===== config.mk =====
export PLATFORM = sky130hd
export DESIGN_NAME = regfile_mrp_sb
export DESIGN_NICKNAME = d
export VERILOG_FILES = /design/src/rtl/regfile_pkg.sv /design/src/rtl/regfile_mrp_sb_rd_port.sv /design/src/rtl/regfile_mrp_sb.sv
export SDC_FILE = /design/constraint.sdc
export NUM_CORES = 1
export LEC_CHECK = 0
export BUFFER_PORTS_ARGS = -buffer_cell sky130_fd_sc_hd__buf_4
export CORE_MARGIN = 1
export CORE_UTILIZATION = 55
export DETAILED_ROUTE_END_ITERATION = 7
export GPL_TIMING_DRIVEN = 0
export MAX_ROUTING_LAYER = met4
export PLACE_DENSITY = 0.76
export SYNTH_ARGS = -nofsm -noshare
export SYNTH_HDL_FRONTEND = slang
export SYNTH_HIERARCHICAL = 1
export SYNTH_SLANG_ARGS = --single-unit

===== constraint.sdc =====
create_clock -name iClk -period 2.9 [get_ports iClk]
set_clock_uncertainty 0.05 [all_clocks]
set_input_delay 0.58 -clock iClk [delete_from_list [all_inputs] [get_ports iClk]]
set_output_delay 0.58 -clock iClk [all_outputs]
set_load 0.05 [all_outputs]

===== src/rtl/regfile_pkg.sv =====
// Shared constants and types for the multi-read-port register file.
package regfile_pkg;

    localparam int DEF_ADDR_WIDTH = 4;
    localparam int DEF_DATA_WIDTH = 32;
    localparam int NUM_WORDS      = 2 ** DEF_ADDR_WIDTH;

    typedef logic [DEF_ADDR_WIDTH-1:0] addr_t;
    typedef logic [DEF_DATA_WIDTH-1:0] word_t;

endpackage


===== src/rtl/regfile_mrp_sb_rd_port.sv =====
// One read port: one-hot AND/OR select over storage with write bypass.
module rf_rd_port
    import regfile_pkg::*;
#(
    parameter int AW = DEF_ADDR_WIDTH,
    parameter int DW = DEF_DATA_WIDTH
) (
    input  logic [AW-1:0]                 rd_addr_i,
    input  logic                          wr_en_i,
    input  logic [AW-1:0]                 wr_addr_i,
    input  logic [DW-1:0]                 wr_data_i,
    input  logic [(2**AW)-1:1][DW-1:0]    mem_i,
    input  logic [(2**AW)-1:1]            pend_i,
    output logic [DW-1:0]                 rd_data_o,
    output logic                          rd_busy_o
);

    localparam int NW = 2 ** AW;

    logic          byp;
    logic [NW-1:1] sel;

    always_comb begin
        byp = wr_en_i && (wr_addr_i == rd_addr_i) && (rd_addr_i != '0);
        sel = '0;
        // Address 0 never selects, so it falls out as zero data and not busy
        for (int i = 1; i < NW; i++) begin
            sel[i] = (rd_addr_i == AW'(i)) && !byp;
        end
        rd_data_o = {DW{byp}} & wr_data_i;
        for (int i = 1; i < NW; i++) begin
            rd_data_o = rd_data_o | ({DW{sel[i]}} & mem_i[i]);
        end
        rd_busy_o = |(sel & pend_i);
    end

endmodule


===== src/rtl/regfile_mrp_sb.sv =====
// Register file with NUM_RD read ports, bypassed write port and pending-write scoreboard.
module regfile_mrp_sb
    import regfile_pkg::*;
#(
    parameter int ADDR_WIDTH = DEF_ADDR_WIDTH,
    parameter int DATA_WIDTH = DEF_DATA_WIDTH,
    parameter int NUM_RD     = 2
) (
    input  logic                           iClk,
    input  logic                           iRst,
    input  logic [NUM_RD*ADDR_WIDTH-1:0]   iRdAddr,
    output logic [NUM_RD*DATA_WIDTH-1:0]   oRdData,
    output logic [NUM_RD-1:0]              oRdBusy,
    input  logic                           iWrEn,
    input  logic [ADDR_WIDTH-1:0]          iWrAddr,
    input  logic [DATA_WIDTH-1:0]          iWrData,
    input  logic                           iRsvEn,
    input  logic [ADDR_WIDTH-1:0]          iRsvAddr,
    input  logic                           iFlush,
    output logic [(2**ADDR_WIDTH)-1:0]     oBusyVec
);

    localparam int NW = 2 ** ADDR_WIDTH;

    logic [NW-1:1][DATA_WIDTH-1:0] mem_q, mem_d;
    logic [NW-1:1]                 pend_q, pend_d;

    always_comb begin
        mem_d  = mem_q;
        pend_d = pend_q;
        for (int i = 1; i < NW; i++) begin
            if (iWrEn && (iWrAddr == ADDR_WIDTH'(i))) begin
                mem_d[i] = iWrData;
            end
            // A fresh reservation beats a same-cycle write clear
            if (iFlush) begin
                pend_d[i] = 1'b0;
            end else if (iRsvEn && (iRsvAddr == ADDR_WIDTH'(i))) begin
                pend_d[i] = 1'b1;
            end else if (iWrEn && (iWrAddr == ADDR_WIDTH'(i))) begin
                pend_d[i] = 1'b0;
            end
        end
    end

    always_ff @(posedge iClk) begin
        if (iRst) begin
            mem_q  <= '0;
            pend_q <= '0;
        end else begin
            mem_q  <= mem_d;
            pend_q <= pend_d;
        end
    end

    assign oBusyVec = {pend_q, 1'b0};

    for (genvar p = 0; p < NUM_RD; p++) begin : g_rd
        rf_rd_port #(
            .AW (ADDR_WIDTH),
            .DW (DATA_WIDTH)
        ) u_rd_port (
            .rd_addr_i (iRdAddr[p*ADDR_WIDTH +: ADDR_WIDTH]),
            .wr_en_i   (iWrEn),
            .wr_addr_i (iWrAddr),
            .wr_data_i (iWrData),
            .mem_i     (mem_q),
            .pend_i    (pend_q),
            .rd_data_o (oRdData[p*DATA_WIDTH +: DATA_WIDTH]),
            .rd_busy_o (oRdBusy[p])
        );
    end

endmodule

* Word-level counts from Yosys, hierarchy flattened *
Cells that the tools add are included.

word-level totals
  register bits = 495
  bits in latches = 0
  bits in writable memories = 0
  ROM bits = 0
  input bits = 53
  output and inout bits = 82
  logic and storage cells = 272
  memories = 0

cells by class
  $add $sub $neg = 0
  $mul = 0
  div/mod/pow operators = 0
  $lt $le $gt $ge = 0
  eq/ne operators = 62
  shift operators = 0
  muxes and demuxes = 30
  bitwise gates (word level) = 64
  reductions and logical operators = 86

operator list
  kind                                            count
  AND 32 bit                                      32
  bitwise OR 32 bit                               30
  == test 4 bit (second input constant)           32
  == test 4 x 3 -> 1 bit (second input constant)  16
  logical AND 1 bit                               64
  == test 4 x 2 -> 1 bit (second input constant)  8
  AND 15 bit                                      2
  two-way mux 1 bit                               30
  nonzero test 2 bit                              15
  OR reduction 15 bit                             2
  == test 4 x 1 -> 1 bit (second input constant)  4
  == test 4 bit                                   2
  nonzero test 4 bit                              2
  zero test 1 bit                                 2
  OR reduction 2 bit                              1

* Longest topological paths before layout *
  word-level depth = 21
  depth in mapped cells = 8
  depth with buffers taken out = 5

* Cells and area by module *
The synthesis kept the hierarchy.

modules (own cells, without submodules)
  module          instances  cells an instance  area each (um^2)  sequential area each (um^2)
  regfile_mrp_sb  1          1680               19123.3           9909.5
  rf_rd_port      2          557                4286.6            0.0

* Worst setup path after synthesis *
Ideal clock, no wire load.

  kind = input port to output port
  start = input iRdAddr[3]
  end = output oRdBusy[0]
  data arrival time = 2.301 ns
  data required time = 2.270 ns
  slack = -0.031 ns
  stages = 7
  buffers on the path = 3
  cells stage by stage = buf_6 buf_2 buf_2 mux2_2 a32oi_1 a21oi_1 nand4b_1

on the way
  word-level cells in the longest chain between the ends = 7
  elaborated cells on any way between the ends = 37
  classes of those cells = eq/ne: 16; bitwise: 1; reduce/logical: 20

ends and longest elaborated chain
  item                             RTL line                      source
  start, declared                  regfile_mrp_sb.sv:11          input logic [NUM_RD*ADDR_WIDTH-1:0] iRdAddr,
  == test 4 bit                    regfile_mrp_sb_rd_port.sv:24  byp = wr_en_i && (wr_addr_i == rd_addr_i) && (rd_addr_i != '0);
  logical AND 1 bit (2 in series)  regfile_mrp_sb_rd_port.sv:24
  zero test 1 bit                  regfile_mrp_sb_rd_port.sv:28  sel[i] = (rd_addr_i == AW'(i)) && !byp;
  logical AND 1 bit                regfile_mrp_sb_rd_port.sv:28
  AND 15 bit (*)                   regfile_mrp_sb_rd_port.sv:34  rd_busy_o = |(sel & pend_i);
  OR reduction 15 bit (*)          regfile_mrp_sb_rd_port.sv:34
  end, declared                    regfile_mrp_sb.sv:13          output logic [NUM_RD-1:0] oRdBusy,

Mark *: on every way between the ends. The rest lies on a longest branch, timed or not.

* Worst setup path in the final report *
  start = input iWrAddr[3]
  end = output oRdData[51]

on the way
  word-level cells in the longest chain between the ends = 21
  elaborated cells on any way between the ends = 50
  classes of those cells = eq/ne: 1; bitwise: 31; reduce/logical: 18

ends and longest elaborated chain
  item                                 RTL line                      source
  start, declared                      regfile_mrp_sb.sv:15          input logic [ADDR_WIDTH-1:0] iWrAddr,
  == test 4 bit (*)                    regfile_mrp_sb_rd_port.sv:24
  logical AND 1 bit (*) (2 in series)  regfile_mrp_sb_rd_port.sv:24
  zero test 1 bit                      regfile_mrp_sb_rd_port.sv:28
  logical AND 1 bit                    regfile_mrp_sb_rd_port.sv:28
  AND 32 bit                           regfile_mrp_sb_rd_port.sv:32  rd_data_o = rd_data_o | ({DW{sel[i]}} & mem_i[i]);
  bitwise OR 32 bit (14 in series)     regfile_mrp_sb_rd_port.sv:32
  bitwise OR 32 bit (*)                regfile_mrp_sb_rd_port.sv:32
  end, declared                        regfile_mrp_sb.sv:12          output logic [NUM_RD*DATA_WIDTH-1:0] oRdData,

Marked as above.

==> impl_metrics.py <==
metrics = {
    "routing": {
        "antenna_left": 0,
        "routed_via_density": 6.914,
        "dr.pass1.iters": 8,
        "vias": 26360,
        "route.detailed.drc": 2,
        "wl_um": 130300,
        "routedWlPerCell_um": 34.17,
        "drtIter0Drc": 3665,
    },
    "worst_setup_path": {
        "crit-reg2reg-launch": "mem_q[188]",
        "cpLargestDelayFamily": "simple AND/OR/NAND/NOR gates",
        "endpoint_kind": "output port",
        "path_cells": "buf_12, xnor2_4, nand4_1, nand3b_1, buf_12, clkbuf_16, o22ai_4, a2111o_1, buf_6",
        "cp.depth": 9,
        "crit_fanout": 7,
        "critPathLaunchType": "input port",
        "cpMostUsedCell": "buf_12",
        "setup.worst_path.class": "in -> out",
        "critPathArrivalTime_ns": 3.01,
        "worstRegToRegCells": 2,
        "r2r_end": "mem_q[188]",
        "cp.required_ns": 2.27,
        "rrSetupSlack_ns": 1.98,
        "path_buf_inv": 4,
        "cp_slowest_cell": "a2111o_1",
        "critPathMaxStageDelay_ns": 0.50,
    },
    "timing": {
        "period_needed_ns": 3.635,
        "report.final.slew_viol_count": 0,
        "fmax_ghz": 0.2751,
        "report.final.setup_viol": 66,
        "rsz0062_at_grt": "yes",
        "timing.final.crit_share_pct": 125.4,
        "timing.final.hold_violations": 0,
        "max_slew_margin_pct": 20.41,
        "tightestPinTransition_ns": 1.194,
        "fin_ws_ns": -0.7352,
    },
    "clocking": {
        "clkLatencyLatePin_ns": 0.63,
        "clock-sinks": 495,
        "ctsRootBufferMaster": "clkbuf_16",
        "h-tree-depth": 2,
        "cts_buffer_depth": 3,
        "cts_buffers": 54,
        "cts_tree": "yes",
        "clk_pin_slew_ns": 0.07,
    },
    "finish": {
        "fillers": 3349,
        "area_delta_synth_final_pct": 31.68,
        "fin_util_pct": 73.89,
        "drive_above_1_share_pct": 26.54,
        "finalNetCount": 3150,
        "final_area_mm2": 0.03647,
        "multiInputGateArea_mm2": 0.01816,
        "fin_cells": 3812,
        "regArea_mm2": 0.009912,
    },
    "die": {
        "start_util_pct": 56.12,
        "io_pins": 135,
        "rows": 81,
        "die_h_um": 226.4,
        "core_area_mm2": 0.04936,
        "die_w_um": 226.4,
        "die_area_mm2": 0.05126,
    },
    "synthesis": {
        "yosysUniqueCellTypes": 58,
        "synthTopCellsByArea": "dfxtp_1 36%, mux2i_1 31%, nand2b_1 12%",
        "syn_area_mm2": 0.02770,
        "yosysMostFrequentCell": "mux2i_1",
        "syn_inst": 2794,
        "synthTopCellsByCount": "864 x mux2i_1, 514 x nand2b_1, 495 x dfxtp_1",
        "synthDominantCellAreaShare_pct": 35.78,
        "yosys_most_used_dff": "dfxtp_1",
        "yosys.area.top_type": "dfxtp_1",
        "synth-async-reset-ratio_pct": 0,
        "synth.yosys.seq_area_share_pct": 35.78,
        "yosysWarnings": 6,
        "synth-seq-cells": 495,
        "avgSynthCellArea_um2": 9.913,
        "synthesis.nets": 2847,
        "synth-edff-count": 0,
    },
    "min_path": {
        "min_path_type": "in -> reg",
        "hold_depth": 3,
        "hold_start": "iRsvAddr[0]",
        "holdPathEnd": "pend_q[8]",
    },
    "placement": {
        "place_area_mm2": 0.02949,
        "gp_congestion": 1.031,
        "place_hpwl_um": 84640,
        "port_buffers": 128,
        "place_inst": 3586,
    },
    "global_routing": {
        "grt_remaining_overflow": 0,
        "grt_start_max_net_pins": 16,
        "track_usage_pct": 51.17,
        "grt_pass1_vias": 25540,
        "antenna_found_initial": 5,
        "grt_pass1_wl_um": 181000,
    },
    "run_status": {
        "violations": "DRC, setup timing",
        "status": "finished with violations",
    },
    "job": {
        "maxCapViolCount": 0,
    },
    "pwr": {
        "leakage_nw": 16.70,
        "power.total_mw": 16.79,
        "ir_drop_v": 0.0004999,
        "pwr_density_cell_mw_per_mm2": 460.4,
    },
}
==> placed cells by master (no fill, tap or decap), types with 62 or more instances in the layout <==
| cell | n |
|---|---|
| clkbuf_16 | 76 |
| mux2i_1 | 839 |
| a2111o_1 | 62 |
| nor2_1 | 68 |
| buf_6 | 117 |
| clkbuf_1 | 81 |
| dfxtp_1 | 493 |
| nand2b_1 | 514 |
| a21oi_1 | 92 |
| a21oi_2 | 76 |
| buf_4 | 171 |
==> stage by stage <==
step | worst slack, ns | hold slack (ns) | setup TNS (ns)
floorplan | 0.04148 | 0.4067 | 0
global placement | -0.9166 | 0.4182 | -50.27
detailed placement | -0.9215 | 0.4306 | -50.90
CTS | -0.1305 | 0.3023 | -3.790
global route | -0.6444 | 0.3112 | -27.73
finish | -0.7352 | 0.3060 | -30.01
==> registers in the layout (all words and copies together), names as in the netlist <==
signal and cells:
pend_q 15, mem_q 480
==> report_power, final <==
part	internal (mW)	total (mW)	leakage, nW	switching, mW
Combinational	0.969	2.43	11.8	1.46
Clock	4.28	7.39	0.931	3.11
Sequential	6.89	6.97	4.00	0.0859
==> worst max-delay path by stage <==
stage                          start           to
after floorplan           iRdAddr[3]   oRdBusy[0]
after global placement    iRdAddr[7]  oRdData[34]
after detailed placement  iRdAddr[7]  oRdData[39]
after CTS                 iRdAddr[3]   oRdData[2]
after global routing      iWrAddr[3]  oRdData[51]
final                     iWrAddr[3]  oRdData[51]
==> metal layers <==
| metal | vias up | wire length, µm | GRT usage, % |
|---|---|---|---|
| li1 | 10690 | - | - |
| met1 | 12820 | 49730 | 62.75 |
| met2 | 2168 | 51290 | 68.23 |
| met3 | 672 | 19320 | 22.65 |
| met4 | 0 | 9912 | 30.51 |
| met5 | - | 0 | - |
==> final cells by class <==
| cell class | instances | area share (%) |
|---|---|---|
| Sequential cell | 495 | 27.18 |
| Multi-Input combinational cell | 2024 | 49.80 |
| Antenna cell | 6 | 0.04117 |
| Clock buffer | 78 | 4.511 |
| Tap cell | 664 | 2.278 |
| Clock inverter | 23 | 0.6210 |
| Inverter | 6 | 0.06175 |
| Buffer | 267 | 7.256 |
| Timing Repair Buffer | 249 | 8.251 |
==> worst register-to-register path, stage by stage, from the launching register on <==
cell and delay [ns]:
dfxtp_1 0.48, nand2b_1 0.12, mux2i_1 0.19
==> what timing repair did <==
action                     4_1_cts  5_1_grt
pin swaps                       84       43
hold buffers                     0        0
gates resized for setup        686       79
cloned                          29        4
setup endpoints to repair       66       66
setup buffers                   76       16
==> logic make-up (layout without fill, tap and decap cells) <==
family	count (synthesis)	count (layout)	share of synthesized area, %
simple gates	664	664	14.71
flops	495	495	35.78
buf+inv	275	623	5.444
xor+xnor	6	6	0.3524
mux	870	870	31.55
compound gates	483	483	12.15
other cells	1	7	0.01354
(Power assumes the default switching activity.)
